`src/rtl/keypad_pkg.sv`:
```
// Shared types and constants for the 4x4 matrix keypad scanner.
// Key codes are row_idx*4 + col_idx.
package keypad_pkg;

  localparam int ROWS       = 4;
  localparam int COLS       = 4;
  localparam int KEY_CODE_W = 4;

  typedef enum logic [1:0] {
    IDLE,
    DEB_PRESS,
    PRESSED,
    DEB_RELEASE
  } state_t;

  typedef enum logic [1:0] {
    NONE,
    SINGLE,
    MULTI
  } frame_res_t;

  typedef struct packed {
    frame_res_t              res;
    logic [KEY_CODE_W-1:0]   code;
  } frame_t;

  function automatic logic [KEY_CODE_W-1:0] key_index(input logic [1:0] row,
                                                       input logic [1:0] col);
    return {row, col};
  endfunction

endpackage

```
`src/rtl/keypad_scanner_if.sv`:
```
// Keypad matrix lines plus the decoded key outputs.
// master = scanner side, slave = keypad/consumer side.
interface keypad_scanner_if;
  import keypad_pkg::*;

  logic [ROWS-1:0]       row_n;
  logic [COLS-1:0]       col_n;
  logic [KEY_CODE_W-1:0] key_code;
  logic                  key_valid;
  logic                  key_held;
  logic                  key_release;

  modport master (
    input  row_n,
    output col_n, key_code, key_valid, key_held, key_release
  );

  modport slave (
    output row_n,
    input  col_n, key_code, key_valid, key_held, key_release
  );

endinterface

```
`src/rtl/keypad_sync.sv`:
```
// Two-flop synchronizer, resets to all-ones (idle level of pulled-up inputs).
// Latency 2 cycles; no backpressure.
module keypad_sync #(
  parameter int WIDTH = 4
) (
  input  logic             clock,
  input  logic             rst,
  input  logic [WIDTH-1:0] d,
  output logic [WIDTH-1:0] q
);

  logic [WIDTH-1:0] meta;

  always_ff @(posedge clock or negedge rst) begin
    if (!rst) begin
      meta <= '1;
      q    <= '1;
    end else begin
      meta <= d;
      q    <= meta;
    end
  end

endmodule

```
`src/rtl/keypad_scanner.sv`:
```
// Column-scanning 4x4 keypad decoder with per-frame debounce and rollover lock.
// Strobes appear one cycle after the deciding frame-end sample; no backpressure.
module keypad_scanner
  import keypad_pkg::*;
#(
  parameter int SCAN_DIV        = 10,
  parameter int DEBOUNCE_FRAMES = 5
) (
  input  logic       clock,
  input  logic       rst,
  keypad_scanner_if.master kp
);

  localparam int             DW    = $clog2(SCAN_DIV);
  localparam logic [3:0]     DEB_N = 4'(DEBOUNCE_FRAMES);

  logic [ROWS-1:0] row_sync;
  logic [ROWS-1:0] pressed;

  keypad_sync #(.WIDTH(ROWS)) u_sync (
    .clock (clock),
    .rst   (rst),
    .d     (kp.row_n),
    .q     (row_sync)
  );

  assign pressed = ~row_sync;

  // Scan sequencer
  logic [DW-1:0] dwell;
  logic [1:0]    col_sel;
  logic          sample;
  logic          frame_end;

  assign sample    = (dwell == DW'(SCAN_DIV - 1));
  assign frame_end = sample && (col_sel == 2'd3);

  always_ff @(posedge clock or negedge rst) begin
    if (!rst) begin
      dwell   <= '0;
      col_sel <= 2'd0;
    end else if (sample) begin
      dwell   <= '0;
      col_sel <= col_sel + 2'd1;
    end else begin
      dwell   <= dwell + DW'(1);
    end
  end

  assign kp.col_n = ~(COLS'(1) << col_sel);

  // Frame accumulator; the merged view folds in the current column's sample
  logic [1:0]            acc_cnt;
  logic [KEY_CODE_W-1:0] acc_code;
  logic [1:0]            mrg_cnt;
  logic [KEY_CODE_W-1:0] mrg_code;
  frame_t                frame;

  always_comb begin
    mrg_cnt  = acc_cnt;
    mrg_code = acc_code;
    for (int r = 0; r < ROWS; r++) begin
      if (pressed[r]) begin
        if (mrg_cnt != 2'd2) mrg_cnt = mrg_cnt + 2'd1;
        mrg_code = key_index(2'(r), col_sel);
      end
    end
  end

  always_comb begin
    frame.code = mrg_code;
    case (mrg_cnt)
      2'd0:    frame.res = NONE;
      2'd1:    frame.res = SINGLE;
      default: frame.res = MULTI;
    endcase
  end

  always_ff @(posedge clock or negedge rst) begin
    if (!rst) begin
      acc_cnt  <= 2'd0;
      acc_code <= '0;
    end else if (frame_end) begin
      acc_cnt  <= 2'd0;
      acc_code <= '0;
    end else if (sample) begin
      acc_cnt  <= mrg_cnt;
      acc_code <= mrg_code;
    end
  end

  // Debounce FSM, advanced once per frame result
  state_t                state;
  logic [3:0]            cnt;
  logic [KEY_CODE_W-1:0] cand;
  logic [KEY_CODE_W-1:0] code_r;
  logic                  valid_r;
  logic                  held_r;
  logic                  release_r;

  always_ff @(posedge clock or negedge rst) begin
    if (!rst) begin
      state     <= IDLE;
      cnt       <= 4'd0;
      cand      <= '0;
      code_r    <= '0;
      valid_r   <= 1'b0;
      held_r    <= 1'b0;
      release_r <= 1'b0;
    end else begin
      valid_r   <= 1'b0;
      release_r <= 1'b0;
      if (frame_end) begin
        case (state)
          IDLE: begin
            if (frame.res == SINGLE) begin
              cand <= frame.code;
              if (DEB_N == 4'd1) begin
                state   <= PRESSED;
                cnt     <= 4'd0;
                code_r  <= frame.code;
                valid_r <= 1'b1;
                held_r  <= 1'b1;
              end else begin
                state <= DEB_PRESS;
                cnt   <= 4'd1;
              end
            end
          end
          DEB_PRESS: begin
            if (frame.res == SINGLE && frame.code == cand) begin
              if (cnt + 4'd1 == DEB_N) begin
                state   <= PRESSED;
                cnt     <= 4'd0;
                code_r  <= cand;
                valid_r <= 1'b1;
                held_r  <= 1'b1;
              end else begin
                cnt <= cnt + 4'd1;
              end
            end else begin
              state <= IDLE;
              cnt   <= 4'd0;
            end
          end
          PRESSED: begin
            // Other keys while held are ignored until a full release
            if (frame.res == NONE) begin
              if (DEB_N == 4'd1) begin
                state     <= IDLE;
                cnt       <= 4'd0;
                held_r    <= 1'b0;
                release_r <= 1'b1;
              end else begin
                state <= DEB_RELEASE;
                cnt   <= 4'd1;
              end
            end
          end
          DEB_RELEASE: begin
            if (frame.res == NONE) begin
              if (cnt + 4'd1 == DEB_N) begin
                state     <= IDLE;
                cnt       <= 4'd0;
                held_r    <= 1'b0;
                release_r <= 1'b1;
              end else begin
                cnt <= cnt + 4'd1;
              end
            end else begin
              state <= PRESSED;
              cnt   <= 4'd0;
            end
          end
          default: begin
            state <= IDLE;
            cnt   <= 4'd0;
          end
        endcase
      end
    end
  end

  assign kp.key_code    = code_r;
  assign kp.key_valid   = valid_r;
  assign kp.key_held    = held_r;
  assign kp.key_release = release_r;

endmodule

```
`src/flat_wrapper.sv`:
```
// flat-port wrapper written by rule: the top's interface ports become plain ports
module keypad_scanner_flat import keypad_pkg::*;
#(
  parameter int SCAN_DIV        = 10,
  parameter int DEBOUNCE_FRAMES = 5
)
  (clock, rst, kp_row_n, kp_col_n, kp_key_code, kp_key_valid, kp_key_held, kp_key_release);
  keypad_scanner_if kp_i ();
  input  logic clock;
  input  logic rst;
  input wire logic [$bits(kp_i.row_n)-1:0] kp_row_n;
  output wire logic [$bits(kp_i.col_n)-1:0] kp_col_n;
  output wire logic [$bits(kp_i.key_code)-1:0] kp_key_code;
  output wire logic [$bits(kp_i.key_valid)-1:0] kp_key_valid;
  output wire logic [$bits(kp_i.key_held)-1:0] kp_key_held;
  output wire logic [$bits(kp_i.key_release)-1:0] kp_key_release;
  assign kp_i.row_n = kp_row_n;
  assign kp_col_n = kp_i.col_n;
  assign kp_key_code = kp_i.key_code;
  assign kp_key_valid = kp_i.key_valid;
  assign kp_key_held = kp_i.key_held;
  assign kp_key_release = kp_i.key_release;
  keypad_scanner #(.SCAN_DIV(SCAN_DIV), .DEBOUNCE_FRAMES(DEBOUNCE_FRAMES)) u_core (.clock(clock), .rst(rst), .kp(kp_i));
endmodule
```
`config.mk`:
```
export PLATFORM = sky130hd
export DESIGN_NAME = keypad_scanner_flat
export DESIGN_NICKNAME = d
export VERILOG_FILES = /design/src/rtl/keypad_pkg.sv /design/src/rtl/keypad_scanner_if.sv /design/src/rtl/keypad_sync.sv /design/src/rtl/keypad_scanner.sv /design/src/flat_wrapper.sv
export SDC_FILE = /design/constraint.sdc
export NUM_CORES = 1
export LEC_CHECK = 0
export ABC_AREA = 1
export BUFFER_PORTS_ARGS = -buffer_cell sky130_fd_sc_hd__clkbuf_2
export CORE_AREA = 2 2 73 75
export CTS_CLUSTER_DIAMETER = 150
export DETAILED_ROUTE_END_ITERATION = 8
export DIE_AREA = 0 0 75 77
export GPL_ROUTABILITY_DRIVEN = 0
export PLACE_DENSITY = 0.67
export RECOVER_POWER = 100
export SLEW_MARGIN = 30
export SYNTH_ARGS = -nofsm -noshare
export SYNTH_HDL_FRONTEND = slang
export SYNTH_SLANG_ARGS = --single-unit
```
`constraint.sdc`:
```
create_clock -name clock -period 2.6 [get_ports clock]
set_input_delay 0.52 -clock clock [delete_from_list [all_inputs] [get_ports clock]]
set_output_delay 0.52 -clock clock [all_outputs]
set_load 0.005 [all_outputs]
```
# Word level (Yosys, flattened, before mapping)
# Index checks and enable logic that the tools add are counted.
dict set report op_classes {
  eq_ne 21
  n_reduce_logical 12
  mux 43
  n_shift 1
  bitwise_logic 2
  addsub 7
}
# op n
set ops {}
lappend ops {{$mux 4} 12}
lappend ops {{$mux 2} 16}
lappend ops {{$pmux 4 s4} 1}
lappend ops {{$ne 2x1->1 const B} 6}
lappend ops {{$mux 1} 11}
lappend ops {{$add 2x1->2 const B} 5}
lappend ops {{$add 4x1->4 const B} 2}
lappend ops {{$ne 2x2->1 const B} 4}
lappend ops {{$not 4->4} 2}
lappend ops {{$pmux 2 s4} 1}
lappend ops {{$eq 2x1->1 const B} 3}
lappend ops {{$eq 2x2->1 const B} 3}
lappend ops {{$logic_not 2->1} 3}
lappend ops {{$reduce_and 3->1} 2}
lappend ops {{$reduce_and 6->1} 1}
lappend ops {{$reduce_and 5->1} 1}
lappend ops {{$eq 4x3->1 const B} 1}
lappend ops {{$eq 4x4->1} 1}
lappend ops {{$eq 4x4->1 const B} 1}
lappend ops {{$pmux 2 s2} 1}
lappend ops {{$reduce_and 4->1} 1}
lappend ops {{$reduce_bool 2->1} 2}
lappend ops {{$shl 1x2->4 const A} 1}
lappend ops {{$ne 3x2->1 const B} 1}
lappend ops {{other kinds (3)} 4}
dict set report totals {
  word_cells 99
  in_bits 6
  output_inout_bits 11
  register_bits 37
}

# Logic depth before layout (Yosys ltp)
# Gate-level depths: netlist (run 1).
dict set report depth {
  depth_word 19
  ltp_mapped 20
  mapped_depth_nobuf 20
}

# Hierarchy
# Synthesis (run 1) repeated with hierarchy kept, for this count alone.
dict set report unflattened {
  hier_cells 236
  hier_area_um2 1945.6
}
# module instances seq_area_each_um2 area_per_inst_um2 cells_per_inst
set modules_own_cells {}
lappend modules_own_cells {keypad_scanner 1 725.7 1735.4 228}
lappend modules_own_cells {keypad_sync 1 210.2 210.2 8}

# Least setup slack after synthesis (run 1)
# Ideal clock, no wire load.
dict set report synth_timing {
  path_kind {reg-to-reg}
  startpoint {register u_core.acc_cnt[0]}
  endpoint {register u_core.state[1]}
  period_less_slack_ns 2.370
  t_required_ns 2.483
  arrival_ns 2.253
  path_stages_with_launch 21
  slack_ns 0.230
  setup_time_ns 0.117
  n_path_buf 0
  cell_sequence {dfrtp_1 > inv_1 > ha_1 > inv_1 > nand2_1 > nand2_2 > nand3_2 > nand2_2 > nand2_1 > nand2_1 > nand2_1 > ha_1 > or2_2 > nand2_2 > nand3_1 > nand2_1 > inv_2 > nor2_4 > nand2_2 > nand2_1 > nand2_1}
}
dict set report synth_between {
  elab_chain_len 18
  word_cells_on_any_way 30
  classes_between {add/sub: 4; eq/ne: 10; mux: 12; reduce/logical: 4}
}
# element line_no
set synth_lines {}
lappend synth_lines {{start, declared} keypad_scanner.sv:53} ;# logic [1:0] acc_cnt;
lappend synth_lines {{start signal, assigned} keypad_scanner.sv:87} ;# acc_cnt <= mrg_cnt;
lappend synth_lines {{$add 2x1->2 / $ne 2x2->1 (equally long branches)} keypad_scanner.sv:64} ;# if (mrg_cnt != 2'd2) mrg_cnt = mrg_cnt + 2'd1;
lappend synth_lines {{$mux 2} keypad_scanner.sv:64}
lappend synth_lines {{$mux 2 *} keypad_scanner.sv:63} ;# if (pressed[r]) begin
lappend synth_lines {{$add 2x1->2 / $ne 2x2->1 (equally long branches)} keypad_scanner.sv:64}
lappend synth_lines {{$mux 2} keypad_scanner.sv:64}
lappend synth_lines {{$mux 2 *} keypad_scanner.sv:63}
lappend synth_lines {{$add 2x1->2 / $ne 2x2->1 (equally long branches)} keypad_scanner.sv:64}
lappend synth_lines {{$mux 2} keypad_scanner.sv:64}
lappend synth_lines {{[2 not listed]} --}
lappend synth_lines {{$mux 2} keypad_scanner.sv:64}
lappend synth_lines {{$mux 2 *} keypad_scanner.sv:63}
lappend synth_lines {{$eq 2x1->1 / $logic_not 2->1 (equally long branches)} keypad_scanner.sv:72} ;# case (mrg_cnt)
lappend synth_lines {{$pmux 2 s2 *} keypad_scanner.sv:72}
lappend synth_lines {{$eq 2x1->1} {keypad_scanner.sv:116, keypad_scanner.sv:131}}
lappend synth_lines {{$logic_and 1x1->1} keypad_scanner.sv:131} ;# if (frame.res == SINGLE && frame.code == cand) begin
lappend synth_lines {{$ne 3x3->1 (no source line) / $mux 2 (equally long branches)} --}
lappend synth_lines {{$reduce_and 5->1 (no source line) / $pmux 2 s4 (equally long branches)} --}
lappend synth_lines {{end signal, assigned} keypad_scanner.sv:119} ;# state <= PRESSED;
lappend synth_lines {{end signal, assigned} keypad_scanner.sv:125} ;# state <= DEB_PRESS;
lappend synth_lines {{end signal, assigned} keypad_scanner.sv:133} ;# state <= PRESSED;
lappend synth_lines {{end, declared} keypad_scanner.sv:93} ;# state_t state;
# Mark *: on every way between the ends. The rest lies on a longest branch, timed or not.
# A chain may end at the register's enable or synchronous reset.

# Worst setup path after layout (run 1)
dict set report layout_timing {
  startpoint {register u_core.acc_cnt[0]}
  endpoint {register u_core.state[0]}
}
# Same word-level chain as after synthesis.

==> summary.md, run 1 <==
Placed design
* **sum of net half-perimeters after detailed placement** 2.97 mm
* **Cells after DPL** 339
* **PortBufs** 16

Clock tree
* **TritonCTS buffer count** 5
* **Clk Latency, worst-skew pair** 0.29 ns
* **Root Driver** sky130_fd_sc_hd__clkbuf_8
* **Sink Count** 37
* **CTS H-tree depth** 2
* **hold buffer count at cts** 0
* **clock-pin slew on the worst setup and hold paths** 0.08 ns
* **clock tree from TritonCTS** yes
* **Clock Path Buffers** 2

Detailed routing
* **DRC violation total after the first TritonRoute iteration** 100
* **wire length reported by the detailed router** 4.11 mm
* **first-pass iteration count of the detailed router** 5
* **average wire per cell in the routed design** 11.5 um
* **total DRC errors in the routed layout** 0
* **number of nets still failing antenna checks after routing** 0
* **total via count in the routed design** 1649
* **number of vias per cell after detailed routing** 4.63

Pwr
* **static leakage power** 0.00130 uW
* **Worst VDD drop** 355 uV
* **Power Dens Cells** 549 mW/mm^2

Yosys
* **Post-synth ARST share** 100%
* **EDFF count, synth** 0
* **fraction of the yosys area taken by sequential cells** 43.5%
* **Avg Inst Size Synth** 8.47 sq um
* **cell count after synthesis** 254
* **count of cell types in the netlist** 32
* **synthesis warning total** 0
* **Syn Std Cell Area** 0.00215 sq mm
* **number of storage elements in the synthesis netlist** 37
* **Most used DFF post-synth** sky130_fd_sc_hd__dfrtp_1
* **net count after synthesis** 269

Final layout
* **final net count** 300
* **most used cells in the layout excluding fill and tap cells** sky130_fd_sc_hd__nand2_1, sky130_fd_sc_hd__inv_1, sky130_fd_sc_hd__dfrtp_1
* **number of fillers in the final layout** 474
* **commonest non-fill, non-tap cell in the layout** sky130_fd_sc_hd__nand2_1
* **layout cell share with drive strength beyond 1** 29.7%
* **growth of design area from synthesis to finish** 17.2%
* **Antenna Cells** 0
* **final core area utilization** 50.7%
* **count of placed standard cells in the final layout, fillers left out** 356

Worst setup path
* **destination of the worst register-to-register timing path** u_core.state[0]
* **Critical R2R Launch** u_core.acc_cnt[0]
* **slack of the worst reg-to-reg path** 0.16 ns
* **cell class contributing the biggest share of worst-path delay** simple AND/OR/NAND/NOR gates
* **maximum fanout along the worst path** 5
* **WP buf/inv** 3
* **Setup crit start** u_core.acc_cnt[0]
* **slowest stage cell, crit path** sky130_fd_sc_hd__dfrtp_1
* **maximum cell stage delay along the critical path** 0.39 ns
* **data arrival time of the critical path** 2.63 ns
* **cell-by-cell listing of the critical path** inv_2, ha_4, inv_1, nand2_1, nand2_2, nand3_2, nand2_2, nand2_1, nand2_2, nand2_1, ha_2, or2_2, nand2_4, nand3_1, nand2_2, inv_2, nor2_4, nand2_2, nand2_1, nand2_1
* **type of the worst setup path** flip-flop to flip-flop
* **kind of start point of the critical path** flip-flop
* **Worst Setup End Kind** flip-flop
* **required time worst endpoint** 2.79 ns
* **R2R cell count** 20

Die
* **total number of placement rows** 26
* **Core ar.** 0.00498 sq mm
* **effective utilization at floorplan** 43.2%
* **Die Y-Extent** 77 um
* **I/O pin cnt** 17
* **horizontal die dimension** 75 um
* **total die area** 0.00578 sq mm

STA
* **slew at the pin closest to its max-slew limit** 1.99 ns
* **Rel. slew slack** -32.7%
* **worst hold-check slack** 0.299 ns
* **post-layout minimum cycle time** 2.44 ns
* **final hold viol count** 0
* **Worst Skew** 0.00297 ns
* **Setup TNS** 0 ns
* **number of setup violations in the final report** 0
* **final number of max-transition violations** 38
* **fmax** 410 MHz
* **share of the clock period used by the worst path after layout** 93.9%

Global route
* **number of antenna violations at the first check in global routing** 0
* **Remaining Overflow, GRT** 0
* **number of global-route vias before repair** 1583
* **overall fraction of global-route tracks in use** 16.0%
* **first-pass GRT wire length** 7.18 mm
* **largest net degree at the start of global routing** 38

Flow run
* **reported max-cap violation count** 1

Run status
* **failing checks** capacitance limit, slew limit
* **outcome** finished with violations

Min path
* **number of stages on the worst hold path** 1
* **Worst Hold Class** input port to flip-flop
* **hold-critical path endpoint** u_core.u_sync.meta[3]
* **Hold Path Origin** kp_row_n[3]

[final cells by class]
cell class                 count  area [sq um]  share of cell area [%]
multi-input combinational    175          1070                    42.6
sequential                    37           936                    37.1
clock buffer                   6          82.6                    3.28
clock inverter                 2          37.5                    1.49
inverter                      40           161                    6.40
tap                           70          87.6                    3.47
timing repair buffer          26           143                    5.66
[state kept, by name, indices dropped and copies added (netlist names)]
register               flops
u_core.kp.key_valid        1
u_core.u_sync.q            4
u_core.kp.key_held         1
u_core.kp.key_release      1
u_core.col_sel             2
u_core.kp.key_code         4
u_core.dwell               4
u_core.u_sync.meta         4
u_core.acc_cnt             2
u_core.state               2
u_core.acc_code            4
u_core.cnt                 4
u_core.cand                4
[layer usage]
layer / vias up / part of all wire, % / GRT usage (%)
met4: 0 / 1.8 / 5.89
met1: 765 / 47 / 21.9
li1: 867 / - / -
met5: - / 0 / 0
met2: 11 / 50 / 25.2
met3: 6 / 1.8 / 2.76
[per-stage QoR]
stage | power (uW) | setup slack [ns] | area (sq um)
3_5_place_dp | 854 | 0.0290 | 2300
6_report | 1380 | 0.159 | 2520
4_1_cts | 1380 | 0.0161 | 2420
3_3_place_gp | 849 | 0.0822 | 2300
2_1_floorplan | 803 | 0.230 | 2150
5_1_grt | 1450 | -0.0375 | 2520
[synth_stat cells (all sizes together) (2+ instances only)]
library cell  instances  share of area, %
dfrtp                29                34
dfstp                 8               9.8
xor2                  4               1.6
buf                   2               1.0
nor2                 15               4.9
o21ai                17               4.5
clkinv                2              0.58
nand2                86                18
nand3b                2              0.70
o22ai                 4               1.2
nand4                 7               2.6
inv                  38               7.0
ha                    9               5.2
nand3                24               6.5
or2                   2              0.58
[kinds of logic (layout without fill, tap and decap cells)]
kind of cell               count (synthesis)  in the layout  share of synthesized area, %
xor gates and xnor gates                   5              5                          2.03
AOI/OAI and AO/OA                         23             23                          6.16
DFF                                       37             37                          43.5
muxes                                      1              1                         0.465
buffers and inverters                     42             74                          8.60
and+or+nand+nor                          137            137                          34.0
adders and majority gates                  9              9                          5.23
[power by group]
part           switching, uW  internal [uW]  total (uW)
sequential              36.5            614         650
clock                    215            312         527
combinational            134           72.7         207
total                    386            998        1380
[worst max-delay path by stage]
stage               slack (ns)              end  cells past startpoint
floorplan                 0.23  u_core.state[1]                     20
global placement          0.08  u_core.state[0]                     20
detailed placement        0.03  u_core.state[1]                     20
CTS                       0.02  u_core.state[1]                     20
global route             -0.04  u_core.state[1]                     20
finish                    0.16  u_core.state[0]                     20
[what timing repair did]
| action | CTS | global route |
|---|---|---|
| endpoints found under the setup margin | 0 | 15 |
| setup buffers | 0 | 9 |
| gates resized for setup | 0 | 12 |
Power figures use the tool's default switching activity.
==> inputs of run 2 (changes only) <==
--- a/config.mk
+++ b/config.mk
@@ -7,12 +7,14 @@
 export LEC_CHECK = 0
 export ABC_AREA = 1
 export BUFFER_PORTS_ARGS = -buffer_cell sky130_fd_sc_hd__clkbuf_2
-export CORE_AREA = 2 2 73 75
+export CELL_PAD_IN_SITES_DETAIL_PLACEMENT = 0
+export CELL_PAD_IN_SITES_GLOBAL_PLACEMENT = 2
+export CORE_AREA = 2 2 81 83
 export CTS_CLUSTER_DIAMETER = 150
 export DETAILED_ROUTE_END_ITERATION = 8
-export DIE_AREA = 0 0 75 77
+export DIE_AREA = 0 0 83 85
 export GPL_ROUTABILITY_DRIVEN = 0
-export PLACE_DENSITY = 0.67
+export PLACE_DENSITY = 0.82
 export RECOVER_POWER = 100
 export SLEW_MARGIN = 30
 export SYNTH_ARGS = -nofsm -noshare
==> run 2 against run 1 <==
Compared with the run above:
- the flow still finishes with violations (capacitance limit, slew limit)
- sequential share of layout area increased by 1.0 points
- critical path depth decreased by 2
- die area increased by 22%
- first-iteration DRC count decreased by 21%
- routed wire length increased by 2.1%
- final cell count increased by 1.4%
- clock skew increased by 0.0041 ns
- setup slack improved by 0.033 ns
- maximum frequency increased by 1.4%
- largest power group unchanged
- highest routed layer unchanged
==> summary.md, run 2 (same netlist as run 1, synthesis figures left out) <==
STA
* **RSZ-0062 raised after global routing** yes
* **final number of max-transition violations** 35
* **number of setup violations in the final report** 0
* **post-layout minimum cycle time** 2.41 ns
* **worst hold-check slack** 0.315 ns
* **Worst Setup Slack, final** 0.192 ns
* **final hold viol count** 0
* **share of the clock period used by the worst path after layout** 92.6%
* **Rel. slew slack** -24.4%
* **fmax** 415 MHz
* **slew at the pin closest to its max-slew limit** 1.87 ns
* **Worst Skew** 0.00711 ns

Clock tree
* **hold buffer count at cts** 0
* **clock-pin slew on the worst setup and hold paths** 0.07 ns
* **Sink Count** 37
* **Root Driver** sky130_fd_sc_hd__clkbuf_8
* **TritonCTS buffer count** 5
* **Clock Path Buffers** 2
* **CTS H-tree depth** 2
* **clock tree from TritonCTS** yes
* **Clk Latency, worst-skew pair** 0.29 ns

Global route
* **Remaining Overflow, GRT** 0
* **number of antenna violations at the first check in global routing** 0
* **largest net degree at the start of global routing** 35
* **number of global-route vias before repair** 1592
* **overall fraction of global-route tracks in use** 13.2%
* **first-pass GRT wire length** 7.47 mm

Detailed routing
* **average wire per cell in the routed design** 11.6 um
* **total DRC errors in the routed layout** 0
* **number of nets still failing antenna checks after routing** 0
* **number of vias per cell after detailed routing** 4.49
* **wire length reported by the detailed router** 4.19 mm
* **first-pass iteration count of the detailed router** 4
* **total via count in the routed design** 1620
* **DRC violation total after the first TritonRoute iteration** 79

Worst setup path
* **data arrival time of the critical path** 2.58 ns
* **type of the worst setup path** flip-flop to flip-flop
* **Critical R2R Launch** u_core.acc_cnt[0]
* **R2R cell count** 18
* **maximum cell stage delay along the critical path** 0.36 ns
* **cell-by-cell listing of the critical path** inv_1, ha_1, inv_1, nand2_1, nand2_2, nand3_2, nand2_2, nand2_1, nand2_1, nand2_1, ha_2, or2_4, nand2_4, nand3_1, nand2_2, nand3_1, nand2_1, o21ai_1
* **Worst Setup End Kind** flip-flop
* **WP buf/inv** 2
* **maximum fanout along the worst path** 5
* **kind of start point of the critical path** flip-flop
* **slowest stage cell, crit path** sky130_fd_sc_hd__dfrtp_1
* **slack of the worst reg-to-reg path** 0.19 ns
* **cell class contributing the biggest share of worst-path delay** simple AND/OR/NAND/NOR gates
* **destination of the worst register-to-register timing path** u_core.cnt[2]
* **most frequent cell on the critical path** sky130_fd_sc_hd__nand2_1
* **required time worst endpoint** 2.77 ns

Min path
* **number of stages on the worst hold path** 1
* **Hold Path Origin** kp_row_n[1]
* **Worst Hold Class** input port to flip-flop
* **hold-critical path endpoint** u_core.u_sync.meta[1]

Placed design
* **PortBufs** 16
* **sum of net half-perimeters after detailed placement** 3.21 mm
* **instance area after placement** 0.00235 sq mm
* **pre-CTS setup slack** 0.0525 ns

Die
* **total number of placement rows** 29
* **Core ar.** 0.00620 sq mm
* **Die Y-Extent** 85 um
* **I/O pin cnt** 17
* **horizontal die dimension** 83 um
* **total die area** 0.00706 sq mm
* **effective utilization at floorplan** 34.7%

Flow run
* **reported max-cap violation count** 1

Final layout
* **final net count** 298
* **most used cells in the layout excluding fill and tap cells** sky130_fd_sc_hd__nand2_1, sky130_fd_sc_hd__inv_1, sky130_fd_sc_hd__dfrtp_1
* **Antenna Cells** 0
* **commonest non-fill, non-tap cell in the layout** sky130_fd_sc_hd__nand2_1
* **growth of design area from synthesis to finish** 14.1%
* **number of fillers in the final layout** 654
* **layout cell share with drive strength beyond 1** 26.8%
* **final non-filler cell area** 0.00245 sq mm

Pwr
* **static leakage power** 0.00125 uW
* **Worst VDD drop** 217 uV
* **Power Dens Cells** 517 mW/mm^2

Run status
* **outcome** finished with violations
* **failing checks** capacitance limit, slew limit

## run 2: worst register-to-register path, cell delays in order, from the launching register on
cell                      delay, ns
sky130_fd_sc_hd__dfrtp_1       0.36
sky130_fd_sc_hd__inv_1         0.06
sky130_fd_sc_hd__ha_1          0.30
sky130_fd_sc_hd__inv_1         0.06
sky130_fd_sc_hd__nand2_1       0.05
sky130_fd_sc_hd__nand2_2       0.08
sky130_fd_sc_hd__nand3_2       0.08
sky130_fd_sc_hd__nand2_2       0.08
sky130_fd_sc_hd__nand2_1       0.05
sky130_fd_sc_hd__nand2_1       0.09
sky130_fd_sc_hd__nand2_1       0.08
sky130_fd_sc_hd__ha_2          0.18
sky130_fd_sc_hd__or2_4         0.25
sky130_fd_sc_hd__nand2_4       0.09
sky130_fd_sc_hd__nand3_1       0.10
sky130_fd_sc_hd__nand2_2       0.08
sky130_fd_sc_hd__nand3_1       0.16
sky130_fd_sc_hd__nand2_1       0.10
sky130_fd_sc_hd__o21ai_1       0.06
## run 2: metal layers
layer | track usage, % | wire length, um | up-vias
met1 | 17.8 | 2160 | 746
li1 | - | - | 856
met4 | 4.47 | 58 | 0
met5 | 0 | 0 | -
met2 | 21.0 | 1890 | 14
met3 | 2.92 | 77 | 4
## run 2: layout make-up
| type | count | area (sq um) | share of cell area [%] |
|---|---|---|---|
| Multi-Input combinational cell | 175 | 1040 | 42.5 |
| Timing Repair Buffer | 24 | 128 | 5.20 |
| Inverter | 40 | 161 | 6.57 |
| Clock buffer | 8 | 90.1 | 3.67 |
| Tap cell | 77 | 96.3 | 3.92 |
| Sequential cell | 37 | 936 | 38.1 |
## run 2: power breakdown
group | switching [uW] | internal [uW] | leakage, uW | total [uW]
registers | 37.0 | 614 | 0.000480 | 651
clock network | 197 | 216 | 0.0000455 | 413
logic | 132 | 73.2 | 0.000724 | 205
## run 2: repair_timing
action                                 in CTS  in global routing
setup endpoints to repair                   0                 10
resized for setup                           0                  7
setup buffers                               0                  2
endpoints found under the hold margin       0                  0
## run 2: worst max-delay path by stage
stage                       from  slack [ns]         endpoint  depth (start not counted)
6_report       u_core.acc_cnt[0]        0.19    u_core.cnt[2]                         18
5_1_grt        u_core.acc_cnt[0]       -0.02  u_core.state[1]                         18
4_1_cts        u_core.acc_cnt[0]        0.04  u_core.state[1]                         20
3_5_place_dp   u_core.acc_cnt[0]        0.05  u_core.state[1]                         20
3_3_place_gp   u_core.acc_cnt[0]        0.07  u_core.state[1]                         20
2_1_floorplan  u_core.acc_cnt[0]        0.23  u_core.state[1]                         20
## run 2: through the flow
| step | utilization [%] | power [uW] | instances | TNS [ns] |
|---|---|---|---|---|
| after floorplan | - | 803 | 254 | 0 |
| after global placement | 37.9 | 863 | 351 | 0 |
| after detailed placement | 37.9 | 862 | 351 | 0 |
| after CTS | 39.3 | 1290 | 359 | 0 |
| after global routing | 39.6 | 1360 | 361 | -0.0207 |
| final | 39.6 | 1270 | 361 | 0 |
